[src/rtl/cp0_timer_intc.sv]
// CP0 Count/Compare timer and interrupt front-end: owns Count, Compare, Cause.TI
// and Cause.IP, synchronises hw interrupt lines, and registers the interrupt request.
module cp0_timer_intc #(
  parameter int unsigned HW_INT_NUM  = 6,
  parameter int unsigned SW_INT_NUM  = 2,
  parameter int unsigned COUNT_DIV   = 2,
  parameter int unsigned SYNC_STAGES = 2,
  parameter int unsigned TIMER_IP    = 7,
  localparam int unsigned IP_W       = SW_INT_NUM + HW_INT_NUM,
  localparam int unsigned IDX_W      = $clog2(IP_W)
) (
  input  logic                  clk,
  input  logic                  rst,
  input  logic [HW_INT_NUM-1:0] hw_int,
  input  logic                  we,
  input  logic [4:0]            waddr,
  input  logic [31:0]           wdata,
  input  logic [IP_W-1:0]       status_im,
  input  logic                  status_ie,
  input  logic                  status_exl,
  output logic [31:0]           count_o,
  output logic [31:0]           compare_o,
  output logic                  ti_o,
  output logic [IP_W-1:0]       cause_ip_o,
  output logic                  int_req,
  output logic [IDX_W-1:0]      int_idx
);

  localparam int unsigned DIV_W = (COUNT_DIV > 1) ? $clog2(COUNT_DIV) : 1;

  localparam logic [4:0] ADDR_COUNT   = 5'd9;
  localparam logic [4:0] ADDR_COMPARE = 5'd11;
  localparam logic [4:0] ADDR_CAUSE   = 5'd13;

  logic [31:0]           count_q;
  logic [31:0]           compare_q;
  logic [DIV_W-1:0]      div_q;
  logic                  ti_q;
  logic [SW_INT_NUM-1:0] sw_ip_q;
  logic [HW_INT_NUM-1:0] sync_q [SYNC_STAGES];

  logic        tick;
  logic        wr_count;
  logic        wr_compare;
  logic        wr_cause;
  logic [31:0] count_inc;

  assign tick       = (div_q == DIV_W'(COUNT_DIV - 1));
  assign wr_count   = we && (waddr == ADDR_COUNT);
  assign wr_compare = we && (waddr == ADDR_COMPARE);
  assign wr_cause   = we && (waddr == ADDR_CAUSE);
  assign count_inc  = count_q + 32'd1;

  // Prescaler and Count; a COUNT write restarts the prescaler and beats the tick
  always_ff @(posedge clk or posedge rst) begin
    if (rst) begin
      count_q <= '0;
      div_q   <= '0;
    end else if (wr_count) begin
      count_q <= wdata;
      div_q   <= '0;
    end else begin
      if (tick) count_q <= count_inc;
      div_q <= tick ? '0 : div_q + DIV_W'(1);
    end
  end

  // Compare and sticky TI; a COMPARE write clears TI even on a matching tick
  always_ff @(posedge clk or posedge rst) begin
    if (rst) begin
      compare_q <= '0;
      ti_q      <= 1'b0;
    end else if (wr_compare) begin
      compare_q <= wdata;
      ti_q      <= 1'b0;
    end else if (tick && !wr_count && (count_inc == compare_q)) begin
      ti_q <= 1'b1;
    end
  end

  always_ff @(posedge clk or posedge rst) begin
    if (rst) begin
      sw_ip_q <= '0;
    end else if (wr_cause) begin
      sw_ip_q <= wdata[8 +: SW_INT_NUM];
    end
  end

  always_ff @(posedge clk or posedge rst) begin
    if (rst) begin
      for (int unsigned i = 0; i < SYNC_STAGES; i++) sync_q[i] <= '0;
    end else begin
      sync_q[0] <= hw_int;
      for (int unsigned i = 1; i < SYNC_STAGES; i++) sync_q[i] <= sync_q[i-1];
    end
  end

  logic [IP_W-1:0]  cause_ip_c;
  logic [IP_W-1:0]  pend_c;
  logic [IDX_W-1:0] idx_c;

  always_comb begin
    cause_ip_c           = {sync_q[SYNC_STAGES-1], sw_ip_q};
    cause_ip_c[TIMER_IP] = cause_ip_c[TIMER_IP] | ti_q;
  end

  assign pend_c = cause_ip_c & status_im;

  // Highest pending index wins; later loop iterations override earlier ones
  always_comb begin
    idx_c = '0;
    for (int unsigned i = 0; i < IP_W; i++) begin
      if (pend_c[i]) idx_c = IDX_W'(i);
    end
  end

  always_ff @(posedge clk or posedge rst) begin
    if (rst) begin
      int_req <= 1'b0;
      int_idx <= '0;
    end else begin
      int_req <= (|pend_c) & status_ie & ~status_exl;
      int_idx <= idx_c;
    end
  end

  assign count_o    = count_q;
  assign compare_o  = compare_q;
  assign ti_o       = ti_q;
  assign cause_ip_o = cause_ip_c;

endmodule

[config.mk]
export PLATFORM = sky130hd
export DESIGN_NAME = cp0_timer_intc
export DESIGN_NICKNAME = d
export VERILOG_FILES = /design/src/rtl/cp0_timer_intc.sv
export SDC_FILE = /design/constraint.sdc
export NUM_CORES = 1
export LEC_CHECK = 0
export CAP_MARGIN = 20
export CORE_ASPECT_RATIO = 0.8
export CORE_MARGIN = 5
export CORE_UTILIZATION = 44
export DETAILED_ROUTE_END_ITERATION = 7
export HOLD_SLACK_MARGIN = 0.08
export PLACE_DENSITY_LB_ADDON = 0.2
export SLEW_MARGIN = 10
export SYNTH_ARGS = -nofsm -noshare
export SYNTH_HDL_FRONTEND = slang
export SYNTH_SLANG_ARGS = --single-unit
[constraint.sdc]
create_clock -name clk -period 2.58 [get_ports clk]
set_input_delay 0.258 -clock clk [delete_from_list [all_inputs] [get_ports clk]]
set_output_delay 0.258 -clock clk [all_outputs]
set_load 0.005 [all_outputs]
==> results of run 1 <==
==> worst max-delay path, stage by stage, from the launching register on <==
cell and delay, ps:
dfrtp_1 490, ha_1 290, and3_1 380, nand3_4 140
or3_1 400, a21oi_1 160, nand4_1 140, nor4_2 150
a41o_1 190
==> logic make-up (layout without fill, tap and decap cells) <==
family          after synthesis  in the layout  synth area share (%)
simple gates                169            169                  20.9
flops                        84             84                  43.5
xor+xnor                     75             75                  13.6
compound gates               68             68                  8.34
buf+inv                      39            172                  4.58
mux                          38             38                  8.78
fa+ha+maj                     1              1                 0.259
==> how the worst max path moves through the flow <==
stage	startpoint	endpoint	depth (start not counted)
after floorplan	rst	cause_ip_o[2]$_DFF_PP0_	1
after CTS	count_o[1]$_DFFE_PP0N_	ti_o$_DFFE_PP0P_	8
after global placement	count_o[1]$_DFFE_PP0N_	ti_o$_DFFE_PP0P_	8
after detailed placement	count_o[1]$_DFFE_PP0N_	ti_o$_DFFE_PP0P_	8
final	count_o[1]$_DFFE_PP0N_	ti_o$_DFFE_PP0P_	8
after global routing	count_o[1]$_DFFE_PP0N_	ti_o$_DFFE_PP0P_	8
==> power groups by stage <==
stage,Combinational (mW),Sequential [mW],Clock (mW)
floorplan,1.05,1.94,0
global placement,1.85,2.04,0
detailed placement,1.87,2.06,0
CTS,1.88,2.04,1.27
global route,2.02,2.10,1.32
finish,1.87,2.04,1.23
==> flip-flops by register name, summed over array words and instances, names as in the netlist <==
name        cells
cause_ip_o      5
div_q           1
count_o        32
int_idx         3
sync_q          7
int_req         1
ti_o            1
sw_ip_q         2
compare_o      32
==> Yosys cell counts (3+ instances only) <==
master    instances
a21oi_1           5
a22oi_1           3
a31oi_1           5
and2_1            3
and3_1            3
and4_1            4
buf_2             5
buf_4             9
clkbuf_1         13
dfrtp_1          84
inv_1             8
mux2_2           35
mux2i_1           3
nand2_1          54
nand3_1          25
nand3_4           3
nand4_1          16
nand4b_1          3
nor2_1           21
nor3_1            8
nor3_4            3
nor4_1            4
o211ai_1          3
o21ai_0          41
or3_1             3
xnor2_1          46
xor2_1           29
==> cells in the final DEF (no fill, tap or decap), drive strengths merged, types with 4 or more instances in the layout <==
cell type      count
clkdlybuf4s50    132
dfrtp             84
nand2             55
xnor2             46
o21ai             42
mux2              35
xor2              29
nand3             28
nor2              21
nand4             18
buf               16
nor3              11
inv               10
clkbuf             9
nor4               8
a21oi              5
a31oi              5
and4               5
and2               4
or3                4
==> through the flow <==
step	hold WS, ps	power (mW)
3_3_place_gp	331	3.88
2_1_floorplan	289	2.99
3_5_place_dp	337	3.93
5_1_grt	276	5.45
4_1_cts	248	5.19
6_report	242	5.14
==> layout make-up <==
class / count / area, um^2 / area share, %
Clock buffer: 9 / 225 / 3.42
Inverter: 8 / 31.3 / 0.475
Sequential cell: 84 / 2100 / 31.9
Multi-Input combinational cell: 351 / 2510 / 38.1
Tap cell: 144 / 180 / 2.74
Timing Repair Buffer: 148 / 1480 / 22.5
Clock inverter: 7 / 57.6 / 0.874
==> layer usage <==
| layer | track usage, % | share of wire (%) | up-vias |
|---|---|---|---|
| met5 | 0 | 0 | - |
| met4 | 4.67 | 1.0 | 0 |
| met3 | 6.79 | 7.8 | 14 |
| met2 | 30.5 | 44 | 157 |
| met1 | 30.6 | 47 | 1977 |
| li1 | - | - | 1928 |
==> results.ini, run 1 <==
[run_status]
outcome = finished, final reports clean

[yosys]
synth_top_area_cell = dfrtp_1
synth_edf_count = 0
synthTopCellsByArea = dfrtp_1 44%, xnor2_1 8.3%, mux2_2 8.2%
synth-seq-area-share_pct = 43.5
synth_seq_cells = 84
ys_warn_count = 0
syn_inst = 474
postSynth.asyncResetShare_pct = 100
synth.avg_cell_area_um2 = 10.2
netlist-cell-type-count = 54
syn-num-nets = 531
synth_flop_cell = dfrtp_1
syn-cell-area_um2 = 4830
synth_top_area_share_pct = 43.5

[route]
vias = 4076
wire_per_inst_um = 18.0
postRouteAntennaNets = 0
first_iter_violations = 233
viasPerCell = 5.43
drt_pass1_iterations = 5
drc = 0
wl_mm = 13.5

[clock_network]
post_cts_resize_count = 0
ctsLongestPathBuffers = 2
cts_setup_buffers = 0
worstSkewPairLatency_ps = 340
cts_tree = done
cts_buffers = 9
clkTransAtPathRegs_ps = 70
cts_root_buffer = clkbuf_16
holdBufCountCts = 0
cts_sinks = 84
cts.htree.levels = 3

[timing]
setup_violations = 0
fin_crit_ps = 2410
final.setup.worst_slack_ps = 174
slew_headroom_pct = 67.8
skew_ps = 6.35
hold_viol = 0
worst_pin_slew_ps = 483
drv_slew = 0
fmax_mhz = 416
rsz0062_at_grt = no
tns_ps = 0
post-route-period-util_pct = 93.2

[finish]
fin_util_pct = 61.0
layout.cells.non_filler = 751
area_delta_synth_final_pct = 36.4
drive_gt1_share_pct = 14.7
nets = 659
design_area_um2 = 6590
num_antenna_cells = 0
n_fill_cell = 958

[power_and_ir_drop]
switching_share_pct = 35.5
p_sw_mw = 1.82
internal-power_mw = 3.32
clockPowerShare_pct = 23.8
vdd_drop_max_uv = 434
power.density_nw_per_um2 = 780
seqPwrFrac_pct = 39.7
leakagePower_nw = 2.54
power_frac_comb_pct = 36.4

[placement]
post_dp_cell_area_um2 = 6290
dp_slack_ps = 105
dp_hpwl_mm = 10.4
io_buffers = 132
placed_cells = 733
place_congestion = 0.911

[die]
ios = 133
dieArea_um2 = 13200
core_area_um2 = 10800
die_w_um = 127
initial_utilization_pct = 44.7
rows = 34
die_h_um = 104

[global_route]
grt_pass1_vias = 4163
antenna_found_initial = 0
grt_pass1_wl_mm = 22.4
grt_overflow = 0
grt_max_degree = 43
track_usage_pct = 21.0

[worst_setup_path]
reg2reg_depth = 8
critPathCaptureType = flip-flop
r2r_start = count_o[1]$_DFFE_PP0N_
regToRegEndpoint = ti_o$_DFFE_PP0P_
worstPathArrival_ps = 2680
setup.worst_path.start_class = flip-flop
path_class = reg2reg
cp_max_fo = 7
reg2reg_slack_ps = 170
worstPathRequired_ps = 2860

[flow_run]
maxCapViolations = 0

[hold_path]
hold_path_class = in2async

Power figures use the tool's default switching activity.
==> run 2: changes to the inputs <==
--- a/config.mk
+++ b/config.mk
@@ -8,7 +8,7 @@
 export CAP_MARGIN = 20
 export CORE_ASPECT_RATIO = 0.8
 export CORE_MARGIN = 5
-export CORE_UTILIZATION = 44
+export CORE_UTILIZATION = 28
 export DETAILED_ROUTE_END_ITERATION = 7
 export HOLD_SLACK_MARGIN = 0.08
 export PLACE_DENSITY_LB_ADDON = 0.2
==> results.ini, run 2 (synthesized netlist as in run 1, its figures left out) <==
[run_status]
outcome = finished, final reports clean

[clock_network]
cts_sinks = 84  ; unchanged
clkTransAtPathRegs_ps = 70  ; about the same
cts.htree.levels = 3  ; unchanged
worstSkewPairLatency_ps = 340  ; about the same
cts_setup_buffers = 0  ; unchanged
cts_tree = done
cts_root_buffer = clkbuf_16
ctsLongestPathBuffers = 2  ; unchanged
cts_buffers = 9  ; unchanged

[power_and_ir_drop]
power.density_nw_per_um2 = 797  ; +2.1%
p_sw_mw = 1.82  ; -0.21%
switching_share_pct = 34.0  ; -1.5 points
power.total_mw = 5.35  ; +4.1%
power_frac_comb_pct = 36.4  ; about the same
leakagePower_nw = 2.55  ; +0.24%
seqPwrFrac_pct = 37.3  ; -2.4 points
clockPowerShare_pct = 26.3  ; +2.5 points
internal-power_mw = 3.53  ; +6.5%
vdd_drop_max_uv = 307  ; -29%

[worst_setup_path]
cpMostUsedCell = nand3_1
worst-path-buf-inv = 0  ; unchanged
cpPeakStageDelay_ps = 430  ; -60 ps
worstPathRequired_ps = 2860  ; about the same
setup.worst_path.start_class = flip-flop
r2r_start = count_o[1]$_DFFE_PP0N_
crit_chain = ha_1 > nand3_1 > nor3_4 > and4_1 > xnor2_1 > nand3_1 > nor4_2 > a41o_1
reg2reg_slack_ps = 180  ; about the same
path_depth = 8  ; unchanged
regToRegEndpoint = ti_o$_DFFE_PP0P_
crit_start = count_o[1]$_DFFE_PP0N_
slowest_stage = nor3_4
path_class = reg2reg
cp_top_family = simple AND/OR/NAND/NOR gates
worstPathArrival_ps = 2680  ; about the same
endpoint = ti_o$_DFFE_PP0P_
reg2reg_depth = 8  ; unchanged
critPathCaptureType = flip-flop
cp_max_fo = 8  ; +1

[global_route]
grt_pass1_wl_mm = 23.4  ; +4.5%
track_usage_pct = 14.9  ; -6.1 points
grt_overflow = 0  ; unchanged
grt_pass1_vias = 4147  ; -0.38%
antenna_found_initial = 0  ; unchanged
grt_max_degree = 63  ; +47%

[finish]
final_cell_mix = 132 x clkdlybuf4s50_1, 83 x dfrtp_1, 54 x nand2_1, 46 x xnor2_1, 41 x o21ai_0
final_common_cell = clkdlybuf4s50_1
n_fill_cell = 1701  ; +78%
area_delta_synth_final_pct = 39.0
drive_gt1_share_pct = 14.9  ; +0.19 points
design_area_um2 = 6720  ; +1.9%
nets = 658  ; -0.15%
fin_util_pct = 39.1  ; -22 points

[hold_path]
hold_path_class = in2async

[timing]
slew_headroom_pct = 70.1  ; +2.3 points
hold_viol = 0  ; unchanged
worst_pin_slew_ps = 444  ; -38.5 ps
skew_ps = 9.70  ; +3.35 ps
drv_slew = 0  ; unchanged
fmax_mhz = 417  ; +0.29%
tns_ps = 0  ; unchanged
hold_slack_ps = 279  ; +36.7 ps
fin_crit_ps = 2400  ; -7.02 ps
setup_violations = 0  ; unchanged
rsz0062_at_grt = no
post-route-period-util_pct = 93.0  ; -0.27 points

[route]
vias = 3970  ; -2.6%
wl_mm = 14.3  ; +6.1%
first_iter_violations = 312  ; +34%
drc = 0  ; unchanged
viasPerCell = 4.77  ; -12%
postRouteAntennaNets = 0  ; unchanged
drt_pass1_iterations = 4  ; -1
wire_per_inst_um = 17.2  ; -4.2%

[die]
initial_utilization_pct = 28.1  ; -17 points
core_area_um2 = 17200  ; +59%
rows = 43  ; +26%
die_w_um = 157  ; +23%
ios = 133  ; unchanged
die_h_um = 127  ; +23%
dieArea_um2 = 20000  ; +52%

[placement]
place_congestion = 0.865  ; -5.1%
dp_hpwl_mm = 11.2  ; +7.6%
io_buffers = 132  ; unchanged
post_dp_cell_area_um2 = 6390  ; +1.5%

[flow_run]
maxCapViolations = 0  ; unchanged

## run 2: changes by cell type in the layout (fill, tap and decap cells not counted), sizes merged
cell	change
inv	-1
buf	-1
clkinv	-1
diode	+1
bufinv	+2
## run 2: worst min path at each step
stage                                     from                       to  slack [ps]  depth (start not counted)
after floorplan                      hw_int[4]     sync_q[10]$_DFF_PP0_         290                          0
after global placement     sync_q[9]$_DFF_PP0_  cause_ip_o[5]$_DFF_PP0_         330                          0
after detailed placement  sync_q[11]$_DFF_PP0_      sync_q[5]$_DFF_PP0_         340                          0
after CTS                                  rst      sync_q[5]$_DFF_PP0_         310                          2
after global routing                       rst     sync_q[11]$_DFF_PP0_         340                          2
final                                      rst     sync_q[11]$_DFF_PP0_         280                          2
## run 2: metal layers
layer	track usage [%]	wire length [um]	vias to the layer above	part of all wire, %
met1	21.3	6800	1921	47
met4	3.93	118	0	0.82
met2	22.0	6310	121	44
li1	-	-	1922	-
met5	0	0	-	0
met3	4.44	1120	6	7.8
## run 2: metrics by stage
stage               std cells  worst slack [ps]
floorplan                 474               157
global placement          815               336
detailed placement        815               213
CTS                       831               200
global route              831              25.6
finish                    832               181
## run 2: timing repair
action | 4_1_cts | 5_1_grt
endpoints found under the setup margin | 0 | 1
hold buffers | 0 | 0
resized for setup | 0 | 2
## run 2: layout make-up
class	count	area [um^2]	share of cell area [%]
inverters	8	31.3	0.466
well taps	225	282	4.19
multi-input cells	351	2510	37.5
flip-flops and latches	84	2100	31.3
clock inverters	7	97.6	1.45
repair buffers	147	1460	21.7
clock buffers	9	225	3.35
diodes	1	2.50	0.0373
## run 2: power groups by stage
stage               combinational, mW  clock (mW)  sequential (mW)
floorplan                        1.05           0             1.94
global placement                 1.97           0             2.00
detailed placement               1.96           0             2.02
CTS                              1.98        1.46             2.00
global route                     2.14        1.52             2.05
finish                           1.95        1.41             2.00
